$ cat src/rtl/ebus_receiver.sv
// EBUS receive path: registered byte pins -> MS-lane-first word assembler -> show-ahead word FIFO; last byte at edge N gives rx_valid after N+2.
// Backpressure: rx_ready pops, registered ebus_hold keeps one entry of slack, pushes into a full FIFO are dropped (rx_overflow); `EBUS_RX_PARITY_EN adds odd-parity checking.
module ebus_receiver #(
  parameter int BYTES_PER_WORD = 4,
  parameter int FIFO_DEPTH     = 4,
  parameter int EBUS_DATA_SIZE = 8
) (
  input  logic                                     clock,
  input  logic                                     reset_l,
  input  logic [EBUS_DATA_SIZE-1:0]                ebus_data,
  input  logic                                     ebus_strobe,
  input  logic                                     ebus_last,
`ifdef EBUS_RX_PARITY_EN
  input  logic                                     ebus_parity,
  output logic                                     rx_parity_err,
`endif
  output logic                                     ebus_hold,
  output logic [BYTES_PER_WORD*EBUS_DATA_SIZE-1:0] rx_data,
  output logic [2:0]                               rx_count,
  output logic                                     rx_last,
  output logic                                     rx_valid,
  input  logic                                     rx_ready,
  input  logic                                     rx_clear,
  output logic                                     rx_overflow
);

  localparam int DW = EBUS_DATA_SIZE;
  localparam int WW = BYTES_PER_WORD * EBUS_DATA_SIZE;
  localparam int AW = $clog2(FIFO_DEPTH);
  localparam logic [2:0]    BPW_L   = 3'(BYTES_PER_WORD);
  localparam logic [AW:0]   DEPTH_L = FIFO_DEPTH[AW:0];
  localparam logic [AW:0]   OCC_ONE = 1;
  localparam logic [AW:0]   OCC_TWO = 2;
  localparam logic [AW-1:0] PTR_ONE = 1;

  typedef enum logic [1:0] {S_IDLE, S_ASSEMBLE, S_PUSH} state_t;

  logic [DW-1:0]   in_data_q, in_data_d;
  logic            in_strobe_q, in_strobe_d;
  logic            in_last_q, in_last_d;

  state_t          state_q, state_d;
  logic [WW-1:0]   word_q, word_d;
  logic [2:0]      cnt_q, cnt_d;
  logic            last_q, last_d;

  logic [WW-1:0]   mem_data_q [FIFO_DEPTH];
  logic [WW-1:0]   mem_data_d [FIFO_DEPTH];
  logic [2:0]      mem_cnt_q  [FIFO_DEPTH];
  logic [2:0]      mem_cnt_d  [FIFO_DEPTH];
  logic            mem_last_q [FIFO_DEPTH];
  logic            mem_last_d [FIFO_DEPTH];
  logic [AW-1:0]   wr_ptr_q, wr_ptr_d;
  logic [AW-1:0]   rd_ptr_q, rd_ptr_d;
  logic [AW:0]     occ_q, occ_d;
  logic [AW:0]     free_d;
  logic            overflow_q, overflow_d;
  logic            hold_q, hold_d;

  logic            open_word, take_byte;
  logic [2:0]      cnt_inc;
  logic            push_req, push_ok, pop, full, overflow_set;

`ifdef EBUS_RX_PARITY_EN
  logic            in_parity_q, in_parity_d;
  logic            poison_q, poison_d;
  logic            parity_err_q, parity_err_d;
  logic            byte_bad;
`endif

  always_comb begin
    in_data_d   = ebus_data;
    in_strobe_d = ebus_strobe;
    in_last_d   = ebus_last;
`ifdef EBUS_RX_PARITY_EN
    in_parity_d = ebus_parity;
`endif
  end

  // Assembler: a strobe seen in IDLE or PUSH opens a fresh word in lane 0.
  always_comb begin
    state_d   = state_q;
    word_d    = word_q;
    cnt_d     = cnt_q;
    last_d    = last_q;
    open_word = 1'b0;
    take_byte = 1'b0;
    cnt_inc   = cnt_q + 3'd1;
    case (state_q)
      S_IDLE:     open_word = in_strobe_q;
      S_ASSEMBLE: take_byte = in_strobe_q;
      S_PUSH: begin
        open_word = in_strobe_q;
        state_d   = S_IDLE;
      end
      default:    state_d = S_IDLE;
    endcase
    if (open_word) begin
      word_d            = '0;
      word_d[WW-1 -: DW] = in_data_q;
      cnt_d             = 3'd1;
      last_d            = in_last_q;
      state_d           = (in_last_q || BPW_L == 3'd1) ? S_PUSH : S_ASSEMBLE;
    end else if (take_byte) begin
      for (int i = 0; i < BYTES_PER_WORD; i++) begin
        if (cnt_q == 3'(i)) word_d[(BYTES_PER_WORD-1-i)*DW +: DW] = in_data_q;
      end
      cnt_d   = cnt_inc;
      last_d  = in_last_q;
      state_d = (in_last_q || cnt_inc == BPW_L) ? S_PUSH : S_ASSEMBLE;
    end
  end

`ifdef EBUS_RX_PARITY_EN
  // Odd parity: data bits plus parity bit must hold an odd number of ones.
  assign byte_bad = ~(^in_data_q ^ in_parity_q);

  always_comb begin
    poison_d     = poison_q;
    parity_err_d = parity_err_q;
    if (open_word)      poison_d = byte_bad;
    else if (take_byte) poison_d = poison_q | byte_bad;
    if (state_q == S_PUSH && poison_q) parity_err_d = 1'b1;
    else if (rx_clear)                 parity_err_d = 1'b0;
  end

  assign push_req      = (state_q == S_PUSH) && !poison_q;
  assign rx_parity_err = parity_err_q;
`else
  assign push_req = (state_q == S_PUSH);
`endif

  assign rx_valid     = (occ_q != '0);
  assign full         = (occ_q == DEPTH_L);
  assign pop          = rx_valid && rx_ready;
  assign push_ok      = push_req && (!full || pop);
  assign overflow_set = push_req && full && !pop;

  // When full, a simultaneous pop frees the head slot, which is the write slot.
  always_comb begin
    mem_data_d = mem_data_q;
    mem_cnt_d  = mem_cnt_q;
    mem_last_d = mem_last_q;
    wr_ptr_d   = wr_ptr_q;
    rd_ptr_d   = rd_ptr_q;
    occ_d      = occ_q;
    overflow_d = overflow_q;
    if (push_ok) begin
      mem_data_d[wr_ptr_q] = word_q;
      mem_cnt_d[wr_ptr_q]  = cnt_q;
      mem_last_d[wr_ptr_q] = last_q;
      wr_ptr_d             = wr_ptr_q + PTR_ONE;
    end
    if (pop) rd_ptr_d = rd_ptr_q + PTR_ONE;
    case ({push_ok, pop})
      2'b10:   occ_d = occ_q + OCC_ONE;
      2'b01:   occ_d = occ_q - OCC_ONE;
      default: occ_d = occ_q;
    endcase
    if (overflow_set)  overflow_d = 1'b1;
    else if (rx_clear) overflow_d = 1'b0;
    free_d = DEPTH_L - occ_d;
    hold_d = (free_d <= ((state_d != S_IDLE) ? OCC_TWO : OCC_ONE));
  end

  always_ff @(posedge clock) begin
    if (!reset_l) begin
      in_data_q    <= '0;
      in_strobe_q  <= 1'b0;
      in_last_q    <= 1'b0;
      state_q      <= S_IDLE;
      word_q       <= '0;
      cnt_q        <= '0;
      last_q       <= 1'b0;
      wr_ptr_q     <= '0;
      rd_ptr_q     <= '0;
      occ_q        <= '0;
      overflow_q   <= 1'b0;
      hold_q       <= 1'b0;
`ifdef EBUS_RX_PARITY_EN
      in_parity_q  <= 1'b0;
      poison_q     <= 1'b0;
      parity_err_q <= 1'b0;
`endif
    end else begin
      in_data_q    <= in_data_d;
      in_strobe_q  <= in_strobe_d;
      in_last_q    <= in_last_d;
      state_q      <= state_d;
      word_q       <= word_d;
      cnt_q        <= cnt_d;
      last_q       <= last_d;
      wr_ptr_q     <= wr_ptr_d;
      rd_ptr_q     <= rd_ptr_d;
      occ_q        <= occ_d;
      overflow_q   <= overflow_d;
      hold_q       <= hold_d;
`ifdef EBUS_RX_PARITY_EN
      in_parity_q  <= in_parity_d;
      poison_q     <= poison_d;
      parity_err_q <= parity_err_d;
`endif
    end
  end

  // Storage needs no reset: outputs are masked whenever the FIFO is empty.
  always_ff @(posedge clock) begin
    mem_data_q <= mem_data_d;
    mem_cnt_q  <= mem_cnt_d;
    mem_last_q <= mem_last_d;
  end

  assign rx_data     = rx_valid ? mem_data_q[rd_ptr_q] : '0;
  assign rx_count    = rx_valid ? mem_cnt_q[rd_ptr_q]  : 3'd0;
  assign rx_last     = rx_valid ? mem_last_q[rd_ptr_q] : 1'b0;
  assign ebus_hold   = hold_q;
  assign rx_overflow = overflow_q;

endmodule

$ cat config.mk
export PLATFORM = sky130hd
export DESIGN_NAME = ebus_receiver
export DESIGN_NICKNAME = d
export VERILOG_FILES = /design/src/rtl/ebus_receiver.sv
export SDC_FILE = /design/constraint.sdc
export NUM_CORES = 1
export LEC_CHECK = 0
export BUFFER_PORTS_ARGS = -buffer_cell sky130_fd_sc_hd__buf_2
export CORE_MARGIN = 2
export CORE_UTILIZATION = 35
export CTS_CLUSTER_DIAMETER = 60
export DETAILED_ROUTE_END_ITERATION = 16
export PLACE_DENSITY = 0.48
export REMOVE_ABC_BUFFERS = 1
export SYNTH_ARGS = -nofsm -noshare
export SYNTH_HDL_FRONTEND = slang
export SYNTH_SLANG_ARGS = --single-unit
$ cat constraint.sdc
create_clock -name clock -period 7.8 [get_ports clock]
set_input_delay 0.39 -clock clock [delete_from_list [all_inputs] [get_ports clock]]
set_output_delay 0.39 -clock clock [all_outputs]
set_load 0.02 [all_outputs]
-- Word level (Yosys, flattened, before mapping)
Index checks and enable logic that the tools add are counted.
- RAM bits: 0
- bits in read-only memories: 0
- latch bits: 0
- input bits: 14
- output and inout bits: 39
- register bits after elaboration: 201
- word-level logic and storage cells: 115
- memories kept: 0
- shift operators: 0
- $add $sub $neg: 6
- reduce and logical (&&, ||, !) cells: 23
- multiply operators: 0
- div/mod/pow operators: 0
- mux-type cells: 42
- bitwise gates (word level): 3
- eq/ne operators: 9
- $lt $le $gt $ge: 4
- operator list (kind ; count):
    32-bit two-way mux ; 6
    128-bit bitwise mux ; 1
    32-bit binary-select mux with 2-bit select ; 1
    32-bit demux with 2-bit select ; 1
    8-bit two-way mux ; 4
    12-bit bitwise mux ; 1
    1-bit two-way mux ; 12
    2-bit two-way mux ; 6
    3-bit two-way mux ; 4
    2-bit AND reduction ; 4
    2-bit nonzero test ; 4
    3-bit by 1-bit adder with 3-bit output (second input constant) ; 2
    3-bit binary-select mux with 2-bit select ; 1
    3-bit demux with 2-bit select ; 1
    3-bit by 2-bit == test with 1-bit output (second input constant) ; 2
    3-bit == test (second input constant) ; 2
    3-bit >= comparator (second input constant) ; 2
    2-bit inverter with 3-bit output ; 2
    3-bit case mux with 2 select lines ; 1
    2-bit OR reduction ; 3
    1-bit logical AND ; 5
    2-bit by 1-bit adder with 2-bit output (second input constant) ; 2
    4-bit bitwise mux ; 1
    2-bit by 1-bit == test with 1-bit output (second input constant) ; 2
    14 further kinds ; 17

-- Longest topological paths before layout
Gate-level depths: netlist (run 1).
- word-level depth: 9
- depth in mapped cells: 13
- mapped depth without buffers: 13

-- Worst setup path after synthesis (run 1)
Ideal clock, no wire load.
- path type: input-to-reg
- from: input port rx_ready
- to: register hold_q, in the netlist ebus_hold
- arrival: 2943 ps
- buffers on the path: 0
- library setup time: 72 ps
- setup slack: 4785 ps
- required time: 7728 ps
- cell stages on the path: 13
- path through: nor4b_1 -> nor3b_2 -> inv_1 -> ha_1 -> inv_1 -> fa_1 -> mux2_2 -> ha_1 -> ha_1 -> nor2b_1 -> o21ai_0 -> nand3_1 -> mux2i_1
- longest elaborated chain between the ends: 7
- elaborated cells on any way between the ends: 8
- classes of those cells: 1 x add/sub; 1 x order compare; 2 x eq/ne; 1 x mux; 3 x reduce/logical
- RTL lines (element ; line ; RTL):
    from (decl) ; 22 ; input logic rx_ready,
    1-bit logical AND (*) ; 135 ; assign pop = rx_valid && rx_ready;
    1-bit logical OR ; 136 ; assign push_ok = push_req && (!full || pop);
    1-bit logical AND ; 136 ;
    2-bit by 1-bit == test with 1-bit output or 2-bit == test (tied branches) ; 155 ; case ({push_ok, pop})
    3-bit case mux with 2 select lines (*) ; 155 ;
    3-bit subtractor (*) ; 162 ; free_d = DEPTH_L - occ_d;
    3-bit by 2-bit <= comparator with 1-bit output (*) ; 163 ; hold_d = (free_d <= ((state_d != S_IDLE) ? OCC_TWO : OCC_ONE));
    to (signal assigned) ; 197 ; hold_q <= hold_d;
    to (decl) ; 58 ; logic hold_q, hold_d;
Mark *: on every way between the ends. The rest lies on a longest branch, timed or not.
A chain may end at the register's enable or synchronous reset.

-- Worst setup path after layout (run 1)
- from: register occ_q[0]
- to: register hold_q, in the netlist ebus_hold
- longest elaborated chain between the ends: 8
- elaborated cells on any way between the ends: 13
- classes of those cells: 3 x add/sub; 1 x order compare; 3 x eq/ne; 1 x mux; 5 x reduce/logical
- RTL lines (element ; line ; RTL):
    from (decl) ; 55 ; logic [AW:0] occ_q, occ_d;
    from (signal assigned) ; 177 ; occ_q <= '0;
    from (signal assigned) ; 195 ; occ_q <= occ_d;
    3-bit nonzero test (*) ; 133 ; assign rx_valid = (occ_q != '0);
    1-bit logical AND (*) ; 135 ;
    net pop ; 62 ; logic push_req, push_ok, pop, full, overflow_set;
    1-bit logical OR ; 136 ;
    1-bit logical AND ; 136 ;
    2-bit by 1-bit == test with 1-bit output or 2-bit == test (tied branches) ; 155 ;
    3-bit case mux with 2 select lines (*) ; 155 ;
    3-bit subtractor (*) ; 162 ;
    3-bit by 2-bit <= comparator with 1-bit output (*) ; 163 ;
The timed path passes the listed nets; every way through them passes the cells marked *.

==> results of run 1 <==
power breakdown:
| group | internal [mW] | leakage (nW) | total (mW) | switching (mW) |
|---|---|---|---|---|
| sequential | 1.14 | 1.66 | 1.15 | 0.0108 |
| clock | 0.590 | 0.343 | 0.986 | 0.396 |
| combinational | 0.0428 | 1.13 | 0.106 | 0.0629 |
| total | 1.77 | 3.13 | 2.24 | 0.470 |
routing by layer:
metal,routed length (um),global-route usage,part of all wire
met1,6700,0.171,0.43
met5,0,0,0
met3,815,0.0284,0.053
met4,272,0.0348,0.018
met2,7620,0.229,0.49
worst max path at each step:
stage	endpoint	start	cells past startpoint
2_1_floorplan	ebus_hold	occ_q[1]	12
3_3_place_gp	ebus_hold	occ_q[0]	13
3_5_place_dp	ebus_hold	occ_q[0]	13
4_1_cts	ebus_hold	occ_q[0]	13
5_1_grt	ebus_hold	occ_q[1]	13
6_report	ebus_hold	occ_q[0]	13
final cells by class:
class	count	area share
Clock inverter	12	0.00959
Multi-Input combinational cell	229	0.236
Inverter	13	0.00542
Sequential cell	201	0.607
Clock buffer	28	0.0683
Tap cell	280	0.0389
Timing Repair Buffer	58	0.0339
flip-flops by register name (all words and copies together) (netlist names):
name,cells
rd_ptr_q,2
rx_overflow,1
in_strobe_q,1
state_q,2
in_last_q,1
last_q,1
mem_cnt_q,12
in_data_q,8
mem_data_q,128
occ_q,3
ebus_hold,1
wr_ptr_q,2
word_q,32
cnt_q,3
mem_last_q,4
critical path, stage by stage (launching register included):
cell and delay [ns]:
dfxtp_1 0.34, or3_1 0.34, buf_4 0.28, and2_1 0.25
ha_1 0.21, inv_1 0.07, fa_1 0.40, mux2_2 0.29
ha_1 0.30, ha_1 0.28, nor2b_1 0.13, o21ai_0 0.23
nand3_1 0.11, mux2i_1 0.14
synthesized netlist by cell type (2+ instances only):
cell type | count | area [um2]
a21oi_1 | 9 | 45.0
a2bb2oi_1 | 2 | 17.5
and2_1 | 54 | 338
buf_2 | 8 | 40.0
buf_6 | 3 | 33.8
clkbuf_1 | 9 | 33.8
dfxtp_1 | 57 | 1140
edfxtp_1 | 144 | 4320
ha_1 | 14 | 175
inv_1 | 13 | 48.8
mux2i_1 | 27 | 270
mux4_2 | 36 | 811
nand2_1 | 20 | 75.1
nand2b_1 | 2 | 12.5
nand3_1 | 2 | 10.0
nand4_2 | 2 | 25.0
nor2_1 | 39 | 146
xnor2_1 | 2 | 17.5
xor2_1 | 4 | 35.0
cells by family after synthesis:
| group | after synthesis |
|---|---|
| flops | 201 |
| simple gates | 126 |
| mux | 64 |
| buf+inv | 33 |
| compound gates | 18 |
| fa+ha+maj | 15 |
| xor+xnor | 6 |
layout by cell type (no fill, tap or decap), types with 13 or more instances in the layout:
cell and n:
inv_1 13, nor2_1 39, ha_1 14, buf_2 52, clkbuf_16 23, mux4_2 36
mux2i_1 27, edfxtp_1 144, nand2_1 20, dfxtp_1 55, and2_1 54
metrics by stage:
stage	power [mW]	hold slack, ns	cell area [um2]	util
global route	2.33	0.0881	9000	0.414
CTS	2.28	0.0810	9000	0.414
finish	2.24	0.100	9000	0.414
detailed placement	1.29	0.490	8300	0.382
floorplan	1.24	0.456	7640	-
global placement	1.28	0.472	8300	0.382
==> reports/metrics.cfg, run 1 <==
[worst_setup_path]
cp.required_ns = 8.22
r2r_cells = 13
r2r-start = occ_q[0]
critPathArrivalTime_ns = 3.86
crit_fanout = 39
crit_path_end_kind = register
reg2reg_to = ebus_hold
path_class = reg -> reg
start_kind = register
r2r_slack_ns = 4.36

[timing]
max_freq_mhz = 291
final_hold_viol_count = 0
final_max_slew_viol_count = 0
rsz0062_at_grt = no
relSlewSlack = 0.229
finalSetupTns_ns = 0
fin_worst_skew_ns = 0.0134
fin_crit_sh = 0.441
layout_setup_ws_ns = 4.36
period_needed_ns = 3.44
setup_viol_count_final = 0
tightest_slew_ns = 1.16

[logic_synthesis]
synthCells = 463
synth-edff-count = 144
ys_seq_area_frac = 0.705
synth_top_family_by_area = multiplexers
ys_ff_latch = 201
synth_area_per_cell_um2 = 16.7
synth_xor_area_frac = 0.00678
synth.distinct_cells = 35
synth-simple-area-share = 0.0857
synth_compound_area_frac = 0.0160
muxShareOfSynthArea = 0.141
yosys.area_share.adder = 0.0252
ys.flop_type = edfxtp_1
ys.warnings.count = 0
async_reset_ff_frac = 0
netlist_area_um2 = 7750

[drt]
final_antenna_net_count = 0
first_pass_iters = 4
viasPerCell = 4.77
wl_um = 15400
vias = 3916
drc = 0
wl_per_cell_um = 18.8
first_iter_violations = 227

[power]
leakagePower_nw = 3.13
power.density_nw_per_um2 = 249
irDropWorstVdd_v = 0.000133

[global_routing]
grt_util_all_layers = 0.133
antenna_found_initial = 0
grt_max_degree = 40
grt_pass1_wl_um = 23800
grt_overflow_total = 0
first_global_vias = 4078

[clock_network]
clk_pin_slew_ns = 0.06
cts_max_level = 1
cts-root-buf = clkbuf_16
clock_latency_ns = 0.49
post_cts_buffers = 0
cts_made_buffers = 22
cts_sinks = 201
cts_resized = 0
cts_max_path_buffers = 3
cts_tree = yes
hold_buffers = 0

[hold_path]
hp-class = in -> reg
min_path_cells = 2
hold-path-endpoint = in_data_q[2]
hold_start = ebus_data[2]

[cells_and_area]
fill_cells = 2052
regArea_um2 = 5470
drive_above_1_share = 0.244
nNetsFinal = 554
multi_input_area_um2 = 2130
layout.cells.non_filler = 821
num_antenna_cells = 0
syn_to_final_growth_pct = 16.1

[die]
fp-row-count = 54
dieArea_um2 = 23300
die_h_um = 153
ioPinCount = 53
die_x_um = 153
start_util = 0.356
core_um2 = 21800

[placed_design]
preCtsSetupSlack_ns = 4.33
hpwlAfterDp_um = 8360
io_buffers = 52
gp_congestion = 0.693
placed_cells = 781

[run]
maxCapViolCount = 0

[run_status]
status = complete, no violations

Power figures use the tool's default switching activity.
==> inputs of run 2 (changes only) <==
- clock period: 7.8 -> 3.4 ns (I/O delays scaled with it)
==> reports/metrics.cfg, run 2 (synthesis gave the netlist of run 1 again) <==
[timing]
fin_crit_sh = 0.921
tightest_slew_ns = 1.05
fin_worst_skew_ns = 0.0135
hold_ws_ns = 0.0879
period_needed_ns = 3.13
layout_setup_ws_ns = 0.268
finalSetupTns_ns = 0
setup_viol_count_final = 0
max_freq_mhz = 319
rsz0062_at_grt = no
final_max_slew_viol_count = 0
final_hold_viol_count = 0
relSlewSlack = 0.301

[placed_design]
place_area_um2 = 8340
hpwlAfterDp_um = 8980
gp_congestion = 0.697
placed_cells = 785
preCtsSetupSlack_ns = 0.126
io_buffers = 52

[clock_network]
cts_made_buffers = 21
cts_tree = yes
cts_max_level = 1
cts-root-buf = clkbuf_16
cts_sinks = 201
cts_max_path_buffers = 3
clock_latency_ns = 0.48
clk_pin_slew_ns = 0.06

[cells_and_area]
final_area_um2 = 9100
final_cell_mix = edfxtp_1 (144), dfxtp_1 (55), and2_1 (54)
layout.cells.non_filler = 834
syn_to_final_growth_pct = 17.5
num_antenna_cells = 0
fill_cells = 2041
layout_commonest_cell = edfxtp_1
nNetsFinal = 569
regMostFlops = mem_data_q
multi_input_area_um2 = 2130
final_core_util = 0.418
regArea_um2 = 5470
drive_above_1_share = 0.247
largestRegisters = mem_data_q (128), word_q (32), mem_cnt_q (12)
largest_reg_flops = 128

[worst_setup_path]
cp.required_ns = 3.81
critPathArrivalTime_ns = 3.54
path_delay_family = adder cells
max_stage_delay_ns = 0.40
path_class = reg -> reg
crit_path_top_delay_cell = fa_1
crit_top_cell = ha_1
crit_path_end_kind = register
critPathBufInv = 1
r2r-start = occ_q[0]
crit_start = occ_q[0]
r2r_cells = 12
reg2reg_to = ebus_hold
start_kind = register
crit_chain = or3_1, and2_1, ha_1, inv_1, fa_1, mux2_2, ha_1, ha_1, nor2b_1, o21ai_0, nand3_1, mux2i_1
r2r_slack_ns = 0.27
crit_fanout = 4

[die]
dieArea_um2 = 23300
core_um2 = 21800
ioPinCount = 53
start_util = 0.356
die_x_um = 153
fp-row-count = 54
die_h_um = 153

[run]
maxCapViolCount = 0

[drt]
drc = 0
wl_per_cell_um = 18.6
first_pass_iters = 4
wl_um = 15500
final_antenna_net_count = 0
viasPerCell = 4.78
first_iter_violations = 241
vias = 3984

[hold_path]
min_path_cells = 3
hold_start = reset_l
hold-path-endpoint = state_q[1]
hp-class = in -> reg

[run_status]
status = complete, no violations

[global_routing]
grt_overflow_total = 0
first_global_vias = 4140
antenna_found_initial = 0
grt_util_all_layers = 0.135
grt_max_degree = 39
grt_pass1_wl_um = 24300

[power]
leakagePower_nw = 3.18
power.density_nw_per_um2 = 549
total_power_mw = 5.00
irDropWorstVdd_v = 0.000236

-- run 2: metal layers --
metal | track usage | wire length (um) | up-vias
li1 | - | - | 1871
met1 | 0.188 | 7290 | 2025
met2 | 0.224 | 7460 | 63
met3 | 0.0202 | 540 | 25
met4 | 0.0322 | 241 | 0
met5 | 0 | 0 | -
-- run 2: worst max-delay path by stage --
stage           endpoint  slack, ns  depth (start not counted)
2_1_floorplan  ebus_hold       0.04                         12
3_5_place_dp   ebus_hold       0.13                         13
6_report       ebus_hold       0.27                         12
5_1_grt        ebus_hold       0.12                         12
4_1_cts        ebus_hold       0.11                         13
3_3_place_gp   ebus_hold       0.21                         13
-- run 2: where the power goes --
group / internal (mW) / switching (mW)
sequential: 2.62 / 0.0286
clock: 1.23 / 0.872
combinational: 0.109 / 0.144
-- run 2: cell type report --
type	count	area share
clock buffers	31	0.0663
clock inverters	6	0.00357
inverters	13	0.00536
multi-input cells	229	0.235
flip-flops and latches	201	0.601
well taps	280	0.0385
repair buffers	74	0.0511
-- run 2: worst reg2reg max path, cell delays in order (launching register included) --
cell	delay [ns]
dfxtp_1	0.34
or3_1	0.37
and2_1	0.19
ha_1	0.21
inv_1	0.07
fa_1	0.40
mux2_2	0.29
ha_1	0.30
ha_1	0.29
nor2b_1	0.13
o21ai_0	0.22
nand3_1	0.11
mux2i_1	0.14
-- run 2: timing repair --
action,in CTS,in global routing
endpoints found under the hold margin,11,0
resized for setup,0,1
endpoints found under the setup margin,0,1
buffers inserted,0,1
hold buffers,11,0
